--- src/rtl/axis_merge.sv ---
// Many-to-one AXI-Stream merger: round-robin arbitration across NM slave ports,
// optional grant lock for a whole packet, and a registered master output stage.
module axis_merge #(
    parameter int C_AXIS_DATA_WIDTH = 16,
    parameter int NM                = 4,
    parameter bit OPT_LOCK          = 1'b1
) (
    input  logic                            S_AXI_ACLK,
    input  logic                            S_AXI_ARESETN,
    input  logic [NM-1:0]                   S_AXIS_TVALID,
    output logic [NM-1:0]                   S_AXIS_TREADY,
    input  logic [NM*C_AXIS_DATA_WIDTH-1:0] S_AXIS_TDATA,
    input  logic [NM-1:0]                   S_AXIS_TLAST,
    output logic                            M_AXIS_TVALID,
    input  logic                            M_AXIS_TREADY,
    output logic [C_AXIS_DATA_WIDTH-1:0]    M_AXIS_TDATA,
    output logic                            M_AXIS_TLAST,
    output logic [$clog2(NM)-1:0]           M_AXIS_TID
);
    localparam int DW = C_AXIS_DATA_WIDTH;
    localparam int IW = $clog2(NM);

    typedef enum logic {
        IDLE,
        LOCKED
    } state_e;

    state_e        state_q, state_d;
    logic [IW-1:0] last_grant_q, last_grant_d;
    logic [IW-1:0] grant_q, grant_d;
    logic          m_valid_q, m_valid_d;
    logic [DW-1:0] m_data_q, m_data_d;
    logic          m_last_q, m_last_d;
    logic [IW-1:0] m_id_q, m_id_d;

    logic          out_free;
    logic          any_valid;
    logic          accept;
    logic [IW-1:0] rr_pick;
    logic [IW-1:0] sel;

    function automatic logic [IW-1:0] wrap_add(input logic [IW-1:0] base, input int unsigned off);
        return IW'((32'(base) + off) % NM);
    endfunction

    assign out_free  = !m_valid_q || M_AXIS_TREADY;
    assign any_valid = |S_AXIS_TVALID;

    // Walk from the farthest offset down so the port nearest after last_grant wins.
    always_comb begin
        rr_pick = last_grant_q;
        for (int i = NM; i >= 1; i--) begin
            if (S_AXIS_TVALID[wrap_add(last_grant_q, i)]) rr_pick = wrap_add(last_grant_q, i);
        end
    end

    assign sel = (state_q == LOCKED) ? grant_q : rr_pick;

    // NOTE: every signal written in an always_comb gets a default first; a path
    // that leaves one unassigned would infer a latch.
    always_comb begin
        S_AXIS_TREADY = '0;
        if (S_AXI_ARESETN && out_free) begin
            if (state_q == LOCKED)  S_AXIS_TREADY[grant_q] = 1'b1;
            else if (any_valid)     S_AXIS_TREADY[rr_pick] = 1'b1;
        end
    end

    assign accept = |(S_AXIS_TREADY & S_AXIS_TVALID);

    always_comb begin
        state_d      = state_q;
        last_grant_d = last_grant_q;
        grant_d      = grant_q;
        m_valid_d    = m_valid_q;
        m_data_d     = m_data_q;
        m_last_d     = m_last_q;
        m_id_d       = m_id_q;
        if (accept) begin
            m_valid_d    = 1'b1;
            m_data_d     = S_AXIS_TDATA[sel*DW +: DW];
            m_last_d     = S_AXIS_TLAST[sel];
            m_id_d       = sel;
            last_grant_d = sel;
            grant_d      = sel;
            state_d      = (S_AXIS_TLAST[sel] || !OPT_LOCK) ? IDLE : LOCKED;
        end else if (M_AXIS_TREADY) begin
            m_valid_d = 1'b0;
        end
    end

    // NOTE: state registers use non-blocking assignments so every register
    // samples pre-edge values regardless of statement order.
    always_ff @(posedge S_AXI_ACLK) begin
        if (!S_AXI_ARESETN) begin
            state_q      <= IDLE;
            last_grant_q <= IW'(NM - 1);
            grant_q      <= '0;
            m_valid_q    <= 1'b0;
            m_data_q     <= '0;
            m_last_q     <= 1'b0;
            m_id_q       <= '0;
        end else begin
            state_q      <= state_d;
            last_grant_q <= last_grant_d;
            grant_q      <= grant_d;
            m_valid_q    <= m_valid_d;
            m_data_q     <= m_data_d;
            m_last_q     <= m_last_d;
            m_id_q       <= m_id_d;
        end
    end

    assign M_AXIS_TVALID = m_valid_q;
    assign M_AXIS_TDATA  = m_data_q;
    assign M_AXIS_TLAST  = m_last_q;
    assign M_AXIS_TID    = m_id_q;

endmodule

--- config.mk ---
export PLATFORM = sky130hd
export DESIGN_NAME = axis_merge
export DESIGN_NICKNAME = d
export VERILOG_FILES = /design/src/rtl/axis_merge.sv
export SDC_FILE = /design/constraint.sdc
export NUM_CORES = 1
export LEC_CHECK = 0
export ABC_AREA = 1
export CAP_MARGIN = 20
export CORE_MARGIN = 2
export CORE_UTILIZATION = 40
export CTS_CLUSTER_SIZE = 20
export DETAILED_ROUTE_END_ITERATION = 16
export PLACE_DENSITY = 0.81
export SKIP_CTS_REPAIR_TIMING = 1
export SYNTH_ARGS = -nofsm -noshare
export SYNTH_HDL_FRONTEND = slang
export SYNTH_SLANG_ARGS = --single-unit
--- constraint.sdc ---
create_clock -name S_AXI_ACLK -period 2.5 [get_ports S_AXI_ACLK]
set_clock_uncertainty 0.1 [all_clocks]
set_input_delay 0.375 -clock S_AXI_ACLK [delete_from_list [all_inputs] [get_ports S_AXI_ACLK]]
set_output_delay 0.375 -clock S_AXI_ACLK [all_outputs]
set_load 0.01 [all_outputs]
After elaboration in Yosys (flattened, before gate mapping)
Cells that the tools add are included.
- $lt $le $gt $ge: 9
- add/subtract/negate cells: 4
- multipliers: 0
- reductions and logical operators: 8
- multiplexer cells: 25
- bitwise logic cells: 1
- shift operators: 1
- eq/ne operators: 0
- divide/modulo/power cells: 0
- operators by type and width (operator ; count):
    variable part select 64 x 7 -> 16 bit ; 1
    less-than comparator 2 x 3 -> 1 bit (second input constant) ; 7
    2-to-1 mux 4 bit ; 3
    binary-select mux 1 bit (select 2 bit) ; 5
    2-to-1 mux 1 bit ; 10
    2-to-1 mux 2 bit ; 5
    OR reduction 4 bit ; 2
    adder 2 x 1 -> 2 bit (second input constant) ; 2
    adder 2 bit (second input constant) ; 2
    bitwise AND 4 bit ; 1
    demux 1 bit (select 2 bit) ; 2
    greater-or-equal comparator 2 x 1 -> 1 bit (second input constant) ; 2
    logical AND 1 bit ; 3
    nonzero test 2 bit ; 1
    logical NOT 1 bit ; 1
    logical OR 1 bit ; 1
- latch bits: 0
- bits in writable memories: 0
- memories kept: 0
- input port bits: 75
- register bits after elaboration: 23
- output and inout port bits: 24
- logic and storage cells: 54
- bits in read-only memories: 0

Depth between registers and ports, before layout
- depth after elaboration: 17
- gate-level depth with buffers: 20
- depth with buffers taken out: 19

Worst setup path before layout
No wires, ideal clock.
- path kind: register to output
- start: register last_grant_q[0]
- end: output port S_AXIS_TREADY[0]
- required time: 2025 ps
- path buffers: 2
- arrival time: 1546 ps
- stages on the path, launching flop included: 14
- path slack: 479 ps
- path through: dfxtp_1 > buf_6 > inv_4 > nand2_2 > nand2_2 > nand2_2 > nand2_2 > inv_2 > nand3_1 > nand3_4 > nand2_4 > inv_4 > buf_2 > and2_1
- cells in the longest elaborated chain, start to end: 14
- elaborated cells between the ends (all ways): 24
- classes of those cells: add/sub: 4; order compare: 2; mux: 17; reduce/logical: 1
- ends and longest elaborated chain (item ; line ; text):
    start, declared ; 29 ; logic [IW-1:0] last_grant_q, last_grant_d;
    start signal, assigned ; 97 ; last_grant_q <= IW'(NM - 1);
    start signal, assigned ; 105 ; last_grant_q <= last_grant_d;
    adder 2 x 1 -> 2 bit ; 43 ; return IW'((32'(base) + off) % NM);
    binary-select mux 1 bit (select 2 bit) ; 53 ; if (S_AXIS_TVALID[wrap_add(last_grant_q, i)]) rr_pick = wrap_add(last_grant_q, i);
    2-to-1 mux 1 bit (implied by the code) ; 53 ;
    2-to-1 mux 2 bit (3 in series) ; 53 ;
    2-to-1 mux 2 bit (*) ; 53 ;
    less-than comparator 2 x 3 -> 1 bit (implied by the code) / greater-or-equal comparator 2 x 1 -> 1 bit (equally long branches) ; 65 ; else if (any_valid) S_AXIS_TREADY[rr_pick] = 1'b1;
    logical AND 1 bit (implied by the code) ; 65 ;
    2-to-1 mux 1 bit (implied by the code) ; 65 ;
    demux 1 bit (select 2 bit) (*) ; 65 ;
    2-to-1 mux 4 bit (*) ; 65 ;
    2-to-1 mux 4 bit (*) ; 64 ; if (state_q == LOCKED) S_AXIS_TREADY[grant_q] = 1'b1;
    2-to-1 mux 4 bit (*) ; 63 ; if (S_AXI_ARESETN && out_free) begin
    end, declared ; 11 ; output logic [NM-1:0] S_AXIS_TREADY,
Every way passes the cells marked *; elsewhere a longest branch is shown, timed or not. The select of a mux whose other input is x is not followed.

Worst setup path after layout
- start: register last_grant_q[0]
- end: register last_grant_q[0]
- cells in the longest elaborated chain, start to end: 16
- elaborated cells between the ends (all ways): 27
- classes of those cells: add/sub: 4; order compare: 2; mux: 18; bitwise: 1; reduce/logical: 2
- ends and longest elaborated chain (item ; line ; text):
    adder 2 x 1 -> 2 bit ; 43 ;
    binary-select mux 1 bit (select 2 bit) ; 53 ;
    2-to-1 mux 1 bit (implied by the code) ; 53 ;
    2-to-1 mux 2 bit (3 in series) ; 53 ;
    2-to-1 mux 2 bit (*) ; 53 ;
    less-than comparator 2 x 3 -> 1 bit (implied by the code) / greater-or-equal comparator 2 x 1 -> 1 bit (equally long branches) ; 65 ;
    logical AND 1 bit (implied by the code) ; 65 ;
    2-to-1 mux 1 bit (implied by the code) ; 65 ;
    demux 1 bit (select 2 bit) ; 65 ;
    2-to-1 mux 4 bit ; 65 ;
    2-to-1 mux 4 bit ; 64 ;
    2-to-1 mux 4 bit ; 63 ;
    bitwise AND 4 bit ; 69 ; assign accept = |(S_AXIS_TREADY & S_AXIS_TVALID);
    OR reduction 4 bit ; 69 ;
Marks and branches as above.
A chain may end at the register's enable or synchronous reset.

==> out/qor.log <==
qor: outcome.outcome complete, no violations
qor: pwr.cellInternalPower 1.95 mW
qor: sta.final.setup.tns 0 ns
qor: worst_setup_path.worst_ep_arrival_time 2.36 ns
qor: route.wl 5820 um
qor: sta.min_period 2.33 ns
qor: job.drv_cap 0
qor: sta.timing.max_slew.rel_slack 75.9%
qor: yosys.synth.area.top_cells dfxtp_1 24%, nand2_1 17%, o21ai_0 12%, nor2_1 10%, inv_1 8.5%
qor: placement.place.detailed.hpwl 4270 um
qor: floorplanning.die_width 73 um
qor: yosys.synth_cells 331
qor: finish.num-nets-final 518
qor: global_route.grt_first_pass_wirelength 8680 um
qor: yosys.synth_top_cell_by_area dfxtp_1
qor: yosys.synth_cell_types 27
qor: route.detail_route.drc_violations 0
qor: min_path.hold_path.class flop to flop
qor: pwr.pwr_density_cell 1180 nW/um2
qor: cts.cts_buffers 3
qor: sta.finalCritPeriodShare 93.2%
qor: sta.fmax 429 MHz
qor: worst_setup_path.crit_type flop to flop
qor: finish.layout.cells.most_common_list 90 x clkdlybuf4s50_1, 84 x nand2_1, 51 x nor2_1
qor: route.detail_route.vias_per_cell 4.83
qor: yosys.mappedNetlistArea 1900 um2
qor: route.via_count 2397
qor: sta.finalHoldViolations 0
qor: pwr.power_switching 1.83 mW
qor: pwr.worst_ir_drop_vdd 0.714 mV
qor: pwr.pwr-share-seq 14.8%
qor: global_route.maximum_number_of_pins_on_one_net_before_global_route_repair 52
qor: sta.slew_violations 0
qor: cts.clk_pin_slew 0.08 ns
qor: cts.ctsRootBufferMaster clkbuf_8
qor: finish.layout_commonest_cell clkdlybuf4s50_1
qor: placement.port-buffer-count 98
qor: pwr.leakagePower 1.62 nW
qor: floorplanning.fp.dieArea 5330 um2
qor: yosys.synth_seq_cells 23
qor: yosys.postSynthNetCount 406
qor: worst_setup_path.worstSetupEndpointType flop
qor: floorplanning.fp.dieH 73 um
qor: floorplanning.core_area 4660 um2
qor: global_route.antenna_found_initial 0
qor: finish.antenna-diode-count 0
qor: pwr.power.switching_fraction 48.4%
qor: worst_setup_path.crit_required 2.53 ns
qor: route.drt-wirelength-per-cell 11.7 um
qor: worst_setup_path.critPathMaxFanout 14
qor: sta.rsz_0062_raised_after_global_routing no
qor: worst_setup_path.worstSetupStartpointType flop
qor: cts.worstSkewPairLatency 0.26 ns
qor: yosys.yosysTopAreaCellShare 24.2%
qor: placement.place_congestion 0.908
qor: route.number_of_drc_markers_after_the_initial_detailed_route_iteration 136
qor: global_route.via_count_of_the_first_global_routing_pass 2057
qor: cts.ctsLongestPathBuffers 2
qor: sta.finalSetupViolations 0
qor: sta.timing_worst_slew_pin_value 0.361 ns
qor: pwr.pwr-share-clk 6.1%
qor: cts.h-tree-depth 1
qor: route.drt_pre_antenna_iters 4
qor: finish.area_growth_syn_to_layout 67.5%
qor: finish.final_layout_size_suffix_gt1_share 13.6%
qor: yosys.ys_seq_area_share 24.2%
qor: yosys.avgSynthCellArea 5.75 um2
qor: floorplanning.pin_count 99
qor: sta.worst_hold_check_slack 0.389 ns
qor: floorplanning.placement_rows 25
qor: cts.tritoncts done
qor: global_route.grt.total_usage 20.2%
qor: route.number_of_nets_with_antenna_violations_after_routing 0
qor: global_route.grt-ovfl-total 0
qor: yosys.synth-warning-count 0
qor: pwr.comb_power_share 79.1%
qor: floorplanning.initial_util 40.9%
qor: cts.cts.sinks 23
[metal layers]
metal  vias up  GRT usage, %  part of all wire (%)
li1       1256             -                     -
met1      1035          23.5                    40
met2        97          37.0                    50
met3         9          5.52                   8.6
met4         0          3.91                   1.1
met5         -             0                     0
[area by class of cell]
class	instances	area, um2
clock inverters	1	5.00
multi-input cells	245	1170
repair buffers	122	1260
clock buffers	3	41.3
inverters	48	188
fillers	417	1470
flip-flops and latches	23	465
well taps	54	67.6
[state kept, by name, indices dropped and copies added (netlist names)]
signal,cells
M_AXIS_TDATA,16
M_AXIS_TID,2
M_AXIS_TLAST,1
M_AXIS_TVALID,1
last_grant_q,2
state_q,1
[cells in the mapped netlist (all sizes together)]
library cell  number
clkbuf             5
buf               10
o211ai             1
nand2             96
dfxtp             23
nor2              53
nand3             20
a31oi              1
inv               48
o21ai             47
a21oi             20
or2                2
and2               1
nand3b             4
[power by group through the flow]
stage,clock [mW],sequential [mW],combinational (mW)
5_1_grt,0.251,0.575,3.34
6_report,0.231,0.559,2.99
4_1_cts,0.237,0.554,2.66
3_3_place_gp,0,0.558,2.60
3_5_place_dp,0,0.562,2.65
2_1_floorplan,0,0.580,1.88
[metrics by stage]
step                      power, mW  cells  utilization [%]  cell area (um2)  worst slack (ns)
after floorplan                2.46    331                -             1900             0.479
after global placement         3.16    485             64.2             2990            -0.250
after detailed placement       3.21    485             64.2             2990            -0.299
after CTS                      3.45    489             65.2             3040            -0.315
after global routing           4.17    496             68.4             3190            0.0137
final                          3.78    496             68.4             3190             0.170
[worst paths after layout]
check | start | to | slack [ns] | depth (start not counted)
worst min-delay path | M_AXIS_TDATA[14]$_SDFFE_PN0P_ | M_AXIS_TDATA[14]$_SDFFE_PN0P_ | 0.39 | 2
worst max-delay path | last_grant_q[0]$_SDFFE_PN1P_ | last_grant_q[0]$_SDFFE_PN1P_ | 0.17 | 18
worst max register to register | last_grant_q[0]$_SDFFE_PN1P_ | last_grant_q[0]$_SDFFE_PN1P_ | 0.17 | 18
worst min register to register | M_AXIS_TDATA[14]$_SDFFE_PN0P_ | M_AXIS_TDATA[14]$_SDFFE_PN0P_ | 0.39 | 2
[worst max-delay path: stages (launching register included)]
cell	delay [ns]
dfxtp_4	0.42
inv_4	0.07
nand2_1	0.08
nand3_1	0.10
nand2_1	0.10
inv_2	0.04
nand2_2	0.07
nand3_1	0.12
nand3_4	0.13
nand2_4	0.06
inv_4	0.06
buf_8	0.14
nand3_2	0.10
nand2_4	0.12
nor2_8	0.06
buf_12	0.13
clkbuf_16	0.15
nand2_1	0.05
nand3_1	0.07
[cells by family (layout without fill, tap and decap cells)]
logic type | Yosys count | in the layout | share of synthesized area (%)
AND/OR/NAND/NOR | 176 | 176 | 41.2
flip-flops | 23 | 23 | 24.2
AO/OA/AOI/OAI | 69 | 69 | 19.5
buffers and inverters | 63 | 174 | 15.1
Power figures use the tool's default switching activity.
